==> config.mk <==
export PLATFORM = sky130hd
export DESIGN_NAME = dft64_seq
export DESIGN_NICKNAME = d
export VERILOG_FILES = /design/src/rtl/dft64_seq.sv
export SDC_FILE = /design/constraint.sdc
export NUM_CORES = 1
export LEC_CHECK = 0
export ABC_AREA = 1
export CORE_ASPECT_RATIO = 0.8
export CORE_MARGIN = 2
export CORE_UTILIZATION = 51
export DETAILED_ROUTE_END_ITERATION = 10
export PLACE_DENSITY = 0.76
export SYNTH_ARGS = -nofsm -noshare
export SYNTH_HDL_FRONTEND = slang
export SYNTH_SLANG_ARGS = --single-unit
==> constraint.sdc <==
create_clock -name i_clk -period 2.1 [get_ports i_clk]
set_input_delay 0.315 -clock i_clk [delete_from_list [all_inputs] [get_ports i_clk]]
set_output_delay 0.315 -clock i_clk [all_outputs]
set_load 0.05 [all_outputs]
==> src/rtl/dft64_seq.sv <==
// Purpose: packs a 16-bit sample stream into 128-bit beats, issues one frame of beats to the DFT datapath, then times its done.
// Latency: start->sreset 1 cycle; lane-7 accept->rel 1 cycle; done->frame_ok 1 cycle; w==TIMEOUT without done->timeout_err 1 cycle.
// Backpressure: s_ready only in LOAD (dropped during the final rel cycle); s_valid low stalls packing with no penalty.
module dft64_seq #(
    parameter int SAMPLE_W = 16,
    parameter int LANES    = 8,
    parameter int BEATS    = 8,
    parameter int TIMEOUT  = 6
) (
    input  logic                      i_clk,
    input  logic                      i_reset_n,
    input  logic                      i_start,
    input  logic                      i_s_valid,
    input  logic [SAMPLE_W-1:0]       i_s_data,
    output logic                      o_s_ready,
    output logic                      o_dft_sreset,
    output logic [LANES*SAMPLE_W-1:0] o_dft_samples,
    output logic                      o_dft_rel,
    input  logic                      i_dft_done,
    output logic                      o_busy,
    output logic                      o_frame_ok,
    output logic                      o_timeout_err,
    output logic [7:0]                o_latency
);

    localparam int LW = $clog2(LANES);
    localparam int BW = $clog2(BEATS);

    typedef enum logic [1:0] {
        S_IDLE = 2'd0,
        S_CLR  = 2'd1,
        S_LOAD = 2'd2,
        S_WAIT = 2'd3
    } state_t;

    state_t                      r_state;
    logic [LW-1:0]               r_lane;
    logic [BW-1:0]               r_beat;
    logic [7:0]                  r_w;
    logic                        r_last;
    logic                        r_s_ready;
    logic                        r_dft_sreset;
    logic                        r_dft_rel;
    logic [LANES*SAMPLE_W-1:0]   r_dft_samples;
    logic                        r_frame_ok;
    logic                        r_timeout_err;
    logic [7:0]                  r_latency;
    logic [SAMPLE_W-1:0]         r_pack [LANES];

    logic                        w_accept;
    logic                        w_lane_last;
    logic                        w_beat_last;
    logic [LANES*SAMPLE_W-1:0]   w_beat;

    assign w_accept    = (r_state == S_LOAD) && r_s_ready && i_s_valid;
    assign w_lane_last = (r_lane == LW'(LANES - 1));
    assign w_beat_last = (r_beat == BW'(BEATS - 1));

    // Assemble the outgoing beat: lanes 0..LANES-2 from the pack register, the last lane straight from the input
    always_comb begin
        w_beat = '0;
        for (int i = 0; i < LANES; i++) begin
            if (i == LANES - 1) begin
                w_beat[(LANES-1-i)*SAMPLE_W +: SAMPLE_W] = i_s_data;
            end else begin
                w_beat[(LANES-1-i)*SAMPLE_W +: SAMPLE_W] = r_pack[i];
            end
        end
    end

    // Pack register: each accepted sample lands in its lane; stale lanes are always overwritten before reuse
    always_ff @(posedge i_clk or negedge i_reset_n) begin
        if (!i_reset_n) begin
            for (int i = 0; i < LANES; i++) begin
                r_pack[i] <= '0;
            end
        end else if (w_accept) begin
            r_pack[r_lane] <= i_s_data;
        end
    end

    // Frame sequencer FSM with registered strobes, beat output register and done timer
    always_ff @(posedge i_clk or negedge i_reset_n) begin
        if (!i_reset_n) begin
            r_state       <= S_IDLE;
            r_lane        <= '0;
            r_beat        <= '0;
            r_w           <= '0;
            r_last        <= 1'b0;
            r_s_ready     <= 1'b0;
            r_dft_sreset  <= 1'b0;
            r_dft_rel     <= 1'b0;
            r_dft_samples <= '0;
            r_frame_ok    <= 1'b0;
            r_timeout_err <= 1'b0;
            r_latency     <= '0;
        end else begin
            r_dft_sreset  <= 1'b0;
            r_dft_rel     <= 1'b0;
            r_frame_ok    <= 1'b0;
            r_timeout_err <= 1'b0;
            case (r_state)
                S_IDLE: begin
                    if (i_start) begin
                        r_state      <= S_CLR;
                        r_dft_sreset <= 1'b1;
                    end
                end
                S_CLR: begin
                    r_lane    <= '0;
                    r_beat    <= '0;
                    r_last    <= 1'b0;
                    r_s_ready <= 1'b1;
                    r_state   <= S_LOAD;
                end
                S_LOAD: begin
                    if (r_last) begin
                        // final rel cycle: ready already low, done ignored, move on to timing
                        r_last  <= 1'b0;
                        r_state <= S_WAIT;
                        r_w     <= 8'd1;
                    end else if (w_accept) begin
                        if (w_lane_last) begin
                            r_lane        <= '0;
                            r_dft_samples <= w_beat;
                            r_dft_rel     <= 1'b1;
                            if (w_beat_last) begin
                                r_beat    <= '0;
                                r_last    <= 1'b1;
                                r_s_ready <= 1'b0;
                            end else begin
                                r_beat <= r_beat + 1'b1;
                            end
                        end else begin
                            r_lane <= r_lane + 1'b1;
                        end
                    end
                end
                S_WAIT: begin
                    if (i_dft_done) begin
                        r_latency  <= r_w;
                        r_frame_ok <= 1'b1;
                        r_state    <= S_IDLE;
                    end else if (r_w == 8'(TIMEOUT)) begin
                        r_timeout_err <= 1'b1;
                        r_state       <= S_IDLE;
                    end else begin
                        r_w <= r_w + 8'd1;
                    end
                end
                default: begin
                    r_state <= S_IDLE;
                end
            endcase
        end
    end

    assign o_s_ready     = r_s_ready;
    assign o_dft_sreset  = r_dft_sreset;
    assign o_dft_rel     = r_dft_rel;
    assign o_dft_samples = r_dft_samples;
    assign o_busy        = (r_state != S_IDLE);
    assign o_frame_ok    = r_frame_ok;
    assign o_timeout_err = r_timeout_err;
    assign o_latency     = r_latency;

endmodule

==> impl_metrics.toml <==
[outcome]
status = "finished clean"

[placed_design]
placed_cells = 1502
io_buffers = 162
gp_congestion = 0.776
place_area_um2 = 12600
place_hpwl_um = 17000

[timing]
skew_ns = 0.0134
whs_ns = 0.306
setup_viol = 0
fmax_mhz = 483
max_slew_margin = 0.592
hold_viol = 0
drv_slew = 0
fin_setup_tns_ns = 0
worst_pin_slew_ns = 0.610
finalCritPeriodShare = 0.987
period_minus_slack_ns = 2.07
rsz0062_at_grt = "false"

[floorplanning]
die_area_um2 = 22200
initial_core_util = 0.518
ios = 163
core_um2 = 20600
die_w_um = 166
die_h_um = 134
rows = 47

[power]
seqPwrFrac = 0.467
power_uw = 13300
max-vdd-ir-drop_mv = 0.714
power_switching_share = 0.281
p_sw_uw = 3740
p_per_area_nw_per_um2 = 980
internal_power_uw = 9560
power.share.clock = 0.373
p_leak_uw = 0.00662
combPwrFrac = 0.160

[logic_synthesis]
ys_warn_count = 0
yosys_register_bits = 270
synth-main-ff-cell = "dfrtp_1"
synth_largest_area_cell = "dfrtp_1"
synth-edff-count = 0
async_flop_share = 1.00
synth.area.top_cells = "dfrtp_1, nand2_1, o21ai_0"
ys_types = 29
syn-num-nets = 1126
syn_area_um2 = 10700
syn_area_per_cell_um2 = 9.78
synth_commonest_cells = "nand2_1, dfrtp_1, o21ai_0, inv_1, o21ai_1"
synth_top_area_share = 0.631
syn_inst = 1094
synth.most_common_cell = "nand2_1"
synth_seq_area_share = 0.631

[final_layout]
drive_above_1_share = 0.0935
layoutNonFillerInstCount = 1552
synthToLayoutAreaGrowth_pct = 26.8
antenna_cells = 0
layout.nets = 1295
fin_area_um2 = 13600

[setup_path]
cpMaxStageDelayCell = "clkdlybuf4s50_1"
slowest_delay_ns = 0.83
critPathTopFamily = "buffers and inverters"
crit_path_cell_trace = "clkdlybuf4s50_1"
cp.buffers_inverters = 1
crit_type = "flop to output port"
cp_data_required_time_ns = 1.78
worstPathMaxFanout = 2
end_kind = "output port"
cp.arrival_ns = 1.76
start_kind = "flop"

[route]
wl_per_cell_um = 16.3
first_pass_iters = 5
vias = 7828
ant_nets = 0
drt_iter0_drc = 702
viasPerCell = 5.04
drc = 0
routed_wl_um = 25300

[clock_tree]
clock_path_buffers = 3
cts.sinks = 270
root_buffer = "clkbuf_16"
insertion_delay_ns = 0.52
htreeDepth = 1
cts_buffers = 27
path_clk_slew_ns = 0.06
cts_tree = "yes"
post-cts-setup-buffers = 0

[grt]
grt_overflow = 0
grt_util_all_layers = 0.233
grt_pass1_vias = 7720
grt_antenna_before_repair = 0
grt_pass1_wl_um = 41300
grt_max_degree = 86

[flow_run]
maxCapViolCount = 0

[hold_path]
hold_class = "input port to async pin"
-- power groups by stage --
| stage | clock network [uW] | logic [uW] | registers [uW] |
|---|---|---|---|
| final | 4970 | 2130 | 6210 |
| after global routing | 5270 | 2420 | 6280 |
| after CTS | 5070 | 2150 | 6200 |
| after detailed placement | 0 | 2120 | 6290 |
| after global placement | 0 | 2050 | 6260 |
| after floorplan | 0 | 1370 | 6350 |
-- routing by layer --
metal,wire length (um),vias up,global-route usage
met3,1630,42,0.0505
met2,11500,221,0.360
met5,0,-,0
li1,-,3781,-
met4,621,0,0.0551
met1,11600,3784,0.341
-- worst paths after layout --
| path | start | to | slack, ns | cells past startpoint |
|---|---|---|---|---|
| hold / removal | i_reset_n | o_latency[6] | 0.31 | 2 |
| setup reg to reg | r_state[0] | r_w[5] | 0.24 | 8 |
| setup / recovery | o_dft_samples[2] | o_dft_samples[2] | 0.03 | 1 |
| max in group asynchronous | i_reset_n | o_dft_samples[61] | 1.12 | 3 |
| min in group i_clk | i_start | o_dft_sreset | 0.38 | 3 |
| hold reg to reg | r_pack[95] | o_dft_samples[95] | 0.47 | 2 |
-- worst register-to-register path, cell delays in order, from the launching register on --
cell     delay [ns]
dfrtp_1        0.39
inv_1          0.10
ha_1           0.26
inv_4          0.14
nor2_4         0.06
nor3_1         0.19
nand2_1        0.34
nand2_1        0.14
o21ai_0        0.09
-- cells by family (layout without fill, tap and decap cells) --
group                    after synthesis  in the layout  share of synthesized area
AND/OR/NAND/NOR                      442            442                      0.169
flip-flops                           270            270                      0.631
AO/OA/AOI/OAI                        214            214                      0.109
buffers and inverters                156            345                     0.0768
XOR/XNOR                               1              1                   0.000819
adder cells (fa/ha/maj)               11             11                     0.0129
-- layout make-up --
type | count | area (um^2)
Clock buffer | 35 | 776
Timing Repair Buffer | 193 | 2020
Inverter | 103 | 392
Clock inverter | 14 | 165
Fill cell | 1643 | 7070
Sequential cell | 270 | 6760
Tap cell | 269 | 337
Multi-Input combinational cell | 668 | 3120
-- metrics by stage --
stage	setup WS, ns	util
final	0.0276	0.658
after floorplan	0.450	-
after CTS	0.0243	0.657
after global routing	0.00269	0.658
after global placement	0.211	0.611
after detailed placement	0.181	0.611
-- cell usage in the layout, fill, tap and decap left out, types with 3 or more instances in the layout --
master           Yosys  final
nand2_1            395    395
ha_1                11     11
nand3_1             22     22
o21ai_1             68     68
inv_1              100    100
buf_4                5     18
nor2_4               5      5
clkinv_2             0      4
bufinv_16            0      3
clkbuf_16            0     27
clkinvlp_4           0      5
clkbuf_8             0      7
o21ai_2             25     25
dfrtp_1            270    270
clkdlybuf4s50_1      0    159
buf_12               0     13
nor2_1              10     10
o21ai_0            119    119
-- repair_timing --
item,in CTS,in global routing
setup endpoints to repair,0,1
gates resized for setup,0,1
hold buffers,1,0
hold endpoints to repair,43,0
-- sequential cells by signal, summed over array words and instances, names as in the netlist --
name	flops
o_dft_samples	128
r_pack	112
o_latency	8
r_w	8
r_beat	3
r_lane	3
r_state	2
o_dft_rel	1
o_dft_sreset	1
o_frame_ok	1
o_s_ready	1
o_timeout_err	1
r_last	1
(Power assumes the default switching activity.)
